==> config.mk <==
export PLATFORM = sky130hd
export DESIGN_NAME = alu_result_buffer_flat
export DESIGN_NICKNAME = d
export VERILOG_FILES = /design/src/rtl/alu_result_buffer_pkg.sv /design/src/rtl/alu_result_buffer_if.sv /design/src/rtl/alu_result_buffer_fifo.sv /design/src/rtl/alu_result_buffer.sv /design/src/flat_wrapper.sv
export SDC_FILE = /design/constraint.sdc
export NUM_CORES = 1
export LEC_CHECK = 0
export CAP_MARGIN = 20
export CORE_ASPECT_RATIO = 1.4
export CORE_MARGIN = 3
export CORE_UTILIZATION = 35
export DETAILED_ROUTE_END_ITERATION = 7
export SYNTH_ARGS = -nofsm -noshare
export SYNTH_HDL_FRONTEND = slang
export SYNTH_SLANG_ARGS = --single-unit
==> constraint.sdc <==
create_clock -name clk -period 2.38 [get_ports clk]
set_clock_uncertainty 0.15 [all_clocks]
set_input_delay 0.357 -clock clk [delete_from_list [all_inputs] [get_ports clk]]
set_output_delay 0.357 -clock clk [all_outputs]
set_load 0.005 [all_outputs]
==> src/rtl/alu_result_buffer_pkg.sv <==
// alu_pkg: shared ALU command encodings and flag bit positions for the result buffer
package alu_pkg;
  typedef enum logic [2:0] {
    ADD  = 3'd0,
    SUB  = 3'd1,
    XOR  = 3'd2,
    SLT  = 3'd3,
    AND  = 3'd4,
    NAND = 3'd5,
    NOR  = 3'd6,
    OR   = 3'd7
  } alu_cmd_e;
  localparam int FLAG_C = 0;
  localparam int FLAG_Z = 1;
  localparam int FLAG_V = 2;
  localparam int FLAG_N = 3;
  localparam int FLAG_W = 4;
  function automatic logic is_arith(input logic [2:0] cmd);
    return cmd == ADD || cmd == SUB;
  endfunction
endpackage

==> src/rtl/alu_result_buffer_if.sv <==
// alu_result_buffer_if: ALU-side capture and consumer-side valid/ready bundle
interface alu_result_buffer_if;
  logic        in_valid;
  logic        in_ready;
  logic [31:0] result;
  logic        carryout;
  logic        zero;
  logic        overflow;
  logic [2:0]  command;
  logic        out_valid;
  logic        out_ready;
  logic [31:0] out_result;
  logic [3:0]  out_flags;
  logic [2:0]  out_command;
  modport master (
    output in_valid, result, carryout, zero, overflow, command, out_ready,
    input  in_ready, out_valid, out_result, out_flags, out_command
  );
  modport slave (
    input  in_valid, result, carryout, zero, overflow, command, out_ready,
    output in_ready, out_valid, out_result, out_flags, out_command
  );
endinterface

==> src/rtl/alu_result_buffer_fifo.sv <==
// alu_result_fifo: width-parameterised first-word-fall-through FIFO with registered count
module alu_result_fifo #(
  parameter int W     = 39,
  parameter int DEPTH = 4
) (
  input  logic         clk,
  input  logic         reset_n,
  input  logic         push_valid,
  output logic         push_ready,
  input  logic [W-1:0] push_data,
  output logic         pop_valid,
  input  logic         pop_ready,
  output logic [W-1:0] pop_data
);
  localparam int AW = $clog2(DEPTH);
  logic [W-1:0]  mem [DEPTH];
  logic [AW-1:0] wptr, rptr;
  logic [AW:0]   count;
  logic          push, pop;
  assign push_ready = count != (AW+1)'(DEPTH);
  assign pop_valid  = count != '0;
  assign push       = push_valid && push_ready;
  assign pop        = pop_valid && pop_ready;
  assign pop_data   = pop_valid ? mem[rptr] : '0;
  // pointer and occupancy tracking; power-of-two depth lets pointers wrap on their own
  always_ff @(posedge clk or negedge reset_n)
    if (!reset_n) begin
      wptr  <= '0;
      rptr  <= '0;
      count <= '0;
    end else begin
      wptr  <= push ? wptr + AW'(1) : wptr;
      rptr  <= pop ? rptr + AW'(1) : rptr;
      count <= count + (AW+1)'(push) - (AW+1)'(pop);
    end
  // storage needs no reset: the head is masked to zero while empty
  always_ff @(posedge clk)
    if (push) mem[wptr] <= push_data;
endmodule

==> src/rtl/alu_result_buffer.sv <==
// alu_result_buffer: buffers ALU results with flags and keeps overflow statistics (ALU_ZERO_RECOMPUTE_EN derives zero from result)
module alu_result_buffer
  import alu_pkg::*;
#(
  parameter int DEPTH = 4,
  parameter int CNT_W = 8
) (
  input  logic               clk,
  input  logic               reset_n,
  alu_result_buffer_if.slave bus,
  input  logic               clear_stats,
  output logic               sticky_overflow,
  output logic [CNT_W-1:0]   overflow_count
);
  localparam int W = 3 + FLAG_W + 32;
  logic [FLAG_W-1:0] flags;
  logic [W-1:0]      head;
  logic              zf, counted;
`ifdef ALU_ZERO_RECOMPUTE_EN
  assign zf = bus.result == 32'd0;
`else
  assign zf = bus.zero;
`endif
  // flag word as stored with each entry
  always_comb begin
    flags         = '0;
    flags[FLAG_C] = bus.carryout;
    flags[FLAG_Z] = zf;
    flags[FLAG_V] = bus.overflow;
    flags[FLAG_N] = bus.result[31];
  end
  alu_result_fifo #(.W(W), .DEPTH(DEPTH)) u_fifo (
    .clk       (clk),
    .reset_n   (reset_n),
    .push_valid(bus.in_valid),
    .push_ready(bus.in_ready),
    .push_data ({bus.command, flags, bus.result}),
    .pop_valid (bus.out_valid),
    .pop_ready (bus.out_ready),
    .pop_data  (head)
  );
  assign {bus.out_command, bus.out_flags, bus.out_result} = head;
  assign counted = bus.in_valid && bus.in_ready && bus.overflow && is_arith(bus.command);
  // overflow statistics; clear takes priority over a same-cycle counted overflow
  always_ff @(posedge clk or negedge reset_n)
    if (!reset_n) begin
      sticky_overflow <= 1'b0;
      overflow_count  <= '0;
    end else if (clear_stats) begin
      sticky_overflow <= 1'b0;
      overflow_count  <= '0;
    end else if (counted) begin
      sticky_overflow <= 1'b1;
      overflow_count  <= &overflow_count ? overflow_count : overflow_count + CNT_W'(1);
    end
endmodule

==> src/flat_wrapper.sv <==
// flat-port wrapper written by rule: the top's interface ports become plain ports
module alu_result_buffer_flat import alu_pkg::*;
#(
  parameter int DEPTH = 4,
  parameter int CNT_W = 8
)
  (clk, reset_n, clear_stats, sticky_overflow, overflow_count, bus_in_valid, bus_result, bus_carryout, bus_zero, bus_overflow, bus_command, bus_out_ready, bus_in_ready, bus_out_valid, bus_out_result, bus_out_flags, bus_out_command);
  alu_result_buffer_if bus_i ();
  input  logic clk;
  input  logic reset_n;
  input  logic clear_stats;
  output logic sticky_overflow;
  output logic [CNT_W-1:0] overflow_count;
  input wire logic [$bits(bus_i.in_valid)-1:0] bus_in_valid;
  input wire logic [$bits(bus_i.result)-1:0] bus_result;
  input wire logic [$bits(bus_i.carryout)-1:0] bus_carryout;
  input wire logic [$bits(bus_i.zero)-1:0] bus_zero;
  input wire logic [$bits(bus_i.overflow)-1:0] bus_overflow;
  input wire logic [$bits(bus_i.command)-1:0] bus_command;
  input wire logic [$bits(bus_i.out_ready)-1:0] bus_out_ready;
  output wire logic [$bits(bus_i.in_ready)-1:0] bus_in_ready;
  output wire logic [$bits(bus_i.out_valid)-1:0] bus_out_valid;
  output wire logic [$bits(bus_i.out_result)-1:0] bus_out_result;
  output wire logic [$bits(bus_i.out_flags)-1:0] bus_out_flags;
  output wire logic [$bits(bus_i.out_command)-1:0] bus_out_command;
  assign bus_i.in_valid = bus_in_valid;
  assign bus_i.result = bus_result;
  assign bus_i.carryout = bus_carryout;
  assign bus_i.zero = bus_zero;
  assign bus_i.overflow = bus_overflow;
  assign bus_i.command = bus_command;
  assign bus_i.out_ready = bus_out_ready;
  assign bus_in_ready = bus_i.in_ready;
  assign bus_out_valid = bus_i.out_valid;
  assign bus_out_result = bus_i.out_result;
  assign bus_out_flags = bus_i.out_flags;
  assign bus_out_command = bus_i.out_command;
  alu_result_buffer #(.DEPTH(DEPTH), .CNT_W(CNT_W)) u_core (.clk(clk), .reset_n(reset_n), .bus(bus_i), .clear_stats(clear_stats), .sticky_overflow(sticky_overflow), .overflow_count(overflow_count));
endmodule
==> impl_metrics.json <==
{
  "async_flop_share_pct": 9.52,
  "dp_hpwl_mm": 8.69,
  "cp_max_fo": 7,
  "vias": 3467,
  "synth_area_leaders": "edfxtp_1, mux4_2, dfrtp_1, and2_1, ha_1",
  "critical_path_arrival_ns": 2.02,
  "drcViolationCount": 0,
  "cts_max_path_buffers": 2,
  "synthesis.nets": 380,
  "drtPass1Iterations": 4,
  "violations": "negative setup slack",
  "reg2reg_depth": 10,
  "hold_path_class": "input pin to asynchronous set/reset pin",
  "syn_area_per_cell_um2": 20.2,
  "critPathKind": "flip-flop to primary output",
  "track_usage_pct": 14.1,
  "die_area_um2": 20700,
  "period_share_pct": 106,
  "clock_sinks": 168,
  "core-area_um2": 18600,
  "worstMarginPinSlew_ns": 0.398,
  "irDropWorstVdd_mv": 0.595,
  "cellLeakagePower_nw": 3.18,
  "setup.worst_path.start_class": "flip-flop",
  "area_delta_synth_final_pct": 36.2,
  "final_layout_size_suffix_gt1_share_pct": 40.9,
  "drt_iter0_drc": 222,
  "critPathRequiredTime_ns": 1.87,
  "met3_length_um": 714,
  "cellPowerDensity_nw_per_um2": 1270,
  "num-fill-cells": 1595,
  "synth_edf_count": 152,
  "viasPerCell": 4.80,
  "ys.flop_type": "edfxtp_1",
  "status": "finished with violations",
  "timing.fmax_mhz": 395,
  "antenna_found_initial": 2,
  "ys_ff_latch": 168,
  "grt-ovfl-total": 0,
  "maxCapViolCount": 0,
  "setup_viol": 27,
  "synth_warnings": 0,
  "die_w_um": 122,
  "clk_pin_slew_ns": 0.06,
  "cts_tree": "yes",
  "wl_met1_mm": 5.50,
  "final_cell_area_um2": 9060,
  "nNetsFinal": 517,
  "synth-seq-area-share_pct": 74.7,
  "ys_types": 34,
  "antenna_cells": 0,
  "dp.cells": 670,
  "synth_area_um2": 6650,
  "synth_top_area_cell": "edfxtp_1",
  "clkLatencyLatePin_ns": 0.42,
  "drt.antenna.violating_nets": 0,
  "wl_per_cell_um": 19.4,
  "htreeDepth": 4,
  "cts_hold_buf": 0,
  "place_area_um2": 8090,
  "synth_most_common_cell": "edfxtp_1",
  "cts_buffers": 17,
  "stdcell_count": 723,
  "io_buffers": 92,
  "rsz0062_at_grt": "true",
  "finalWirelength_mm": 14.1,
  "cts_root_buffer": "clkbuf_16",
  "synth_top_area_share_pct": 68.6,
  "ios": 93,
  "rows": 59,
  "start_util_pct": 35.7,
  "relSlewSlack_pct": 73.4,
  "cp-end-kind": "primary output",
  "die_y_um": 169,
  "synth_cells": 329,
  "finalHoldViolCount": 0,
  "routed-wl-met2_mm": 7.63,
  "top_layer_used": "met5",
  "grt_pass1_vias": 3797,
  "grt_pass1_wl_mm": 21.5,
  "finalWorstSetupSlack_ns": -0.151,
  "gp_congestion": 0.738,
  "drv_slew": 0,
  "synthTopCellsByCount": "edfxtp_1, and2_1, mux4_2",
  "grt_max_degree": 40,
  "fin_crit_ns": 2.53
}
==> metrics by stage <==
stage | util (%) | power [mW] | hold WS (ns) | setup slack, ns | TNS (ns)
2_1_floorplan | - | 5.98 | -0.0886 | 0.0108 | 0
3_3_place_gp | 43.5 | 7.94 | 0.360 | 0.0457 | 0
3_5_place_dp | 43.5 | 8.02 | 0.367 | 0.000713 | 0
4_1_cts | 48.3 | 11.5 | 0.0744 | -0.192 | -3.67
5_1_grt | 48.7 | 12.1 | 0.0885 | -0.204 | -3.14
6_report | 48.7 | 11.5 | 0.0790 | -0.151 | -1.04
==> final cells by class <==
| type | count | area (um^2) | share of cell area (%) |
|---|---|---|---|
| Timing Repair Buffer | 135 | 1460 | 16.1 |
| Tap cell | 244 | 305 | 3.37 |
| Inverter | 8 | 30.0 | 0.332 |
| Multi-Input combinational cell | 136 | 1680 | 18.6 |
| Clock buffer | 18 | 429 | 4.74 |
| Sequential cell | 168 | 4970 | 54.9 |
| Clock inverter | 14 | 181 | 2.00 |
==> worst max-delay path, stage by stage (launching register included) <==
cell and delay (ns):
dfrtp_4 0.51, buf_12 0.15, buf_12 0.14, buf_6 0.11, mux4_2 0.42, and2_4 0.16
buf_6 0.11
==> final timing paths <==
check	end	slack [ns]	start
max	bus_out_result[10]	-0.15	u_core.u_fifo.rptr[0]
min	u_core.u_fifo.count[1]	0.08	reset_n
max reg2reg	u_core.u_fifo.count[2]	0.08	u_core.u_fifo.count[1]
min reg2reg	u_core.sticky_overflow	0.38	u_core.sticky_overflow
max in group asynchronous	u_core.overflow_count[6]	1.52	reset_n
min in group clk	u_core.sticky_overflow	0.38	u_core.sticky_overflow
==> cell families after synthesis <==
group	after synthesis	share of synthesized area (%)
and+or+nand+nor	67	6.79
xor gates and xnor gates	5	0.658
AOI/OAI and AO/OA	17	1.45
buffers and inverters	25	1.79
DFF	168	74.7
adders and majority gates	8	1.62
muxes	39	13.0
==> metal layers <==
layer	GRT usage, %	up-vias
met5	0	-
met4	5.17	4
met3	4.51	15
met2	23.9	87
met1	16.6	1779
li1	-	1582
==> report_power, final <==
| part | total (mW) | internal [mW] | switching [mW] |
|---|---|---|---|
| sequential | 4.05 | 3.87 | 0.181 |
| clock | 2.82 | 1.74 | 1.08 |
| combinational | 4.62 | 2.84 | 1.78 |
==> layout by cell type (no fill, tap or decap), types with 3 or more instances in the layout <==
| master | Yosys | final |
|---|---|---|
| a21oi_1 | 8 | 8 |
| and2_1 | 39 | 12 |
| and2_4 | 0 | 27 |
| and3_2 | 4 | 4 |
| buf_12 | 0 | 13 |
| buf_2 | 5 | 12 |
| buf_4 | 1 | 17 |
| buf_6 | 2 | 33 |
| buf_8 | 0 | 3 |
| bufinv_16 | 0 | 4 |
| clkbuf_16 | 0 | 18 |
| clkdlybuf4s50_1 | 0 | 51 |
| clkinv_1 | 0 | 3 |
| clkinvlp_4 | 0 | 3 |
| dfrtp_1 | 16 | 14 |
| edfxtp_1 | 152 | 152 |
| ha_1 | 7 | 5 |
| inv_1 | 8 | 6 |
| mux4_2 | 38 | 38 |
| nand2_1 | 5 | 4 |
| nand3_1 | 3 | 3 |
| o21ai_0 | 4 | 4 |
| o31ai_1 | 3 | 3 |
| or3_1 | 4 | 3 |
| xnor2_1 | 4 | 3 |
==> timing repair <==
item                       in CTS  in global routing
gates cloned                    4                  1
setup endpoints to repair      42                 40
gates resized for setup       217                 22
pin swaps                      17                 18
setup buffers                  13                  9
==> state kept, by name (all words and copies together), names as in the netlist <==
name and count:
u_core.u_fifo.rptr 2, u_core.overflow_count 8, u_core.u_fifo.wptr 2, u_core.sticky_overflow 1, u_core.u_fifo.count 3, u_core.u_fifo.mem 152
Note: power is estimated with default switching activity, not from simulation.
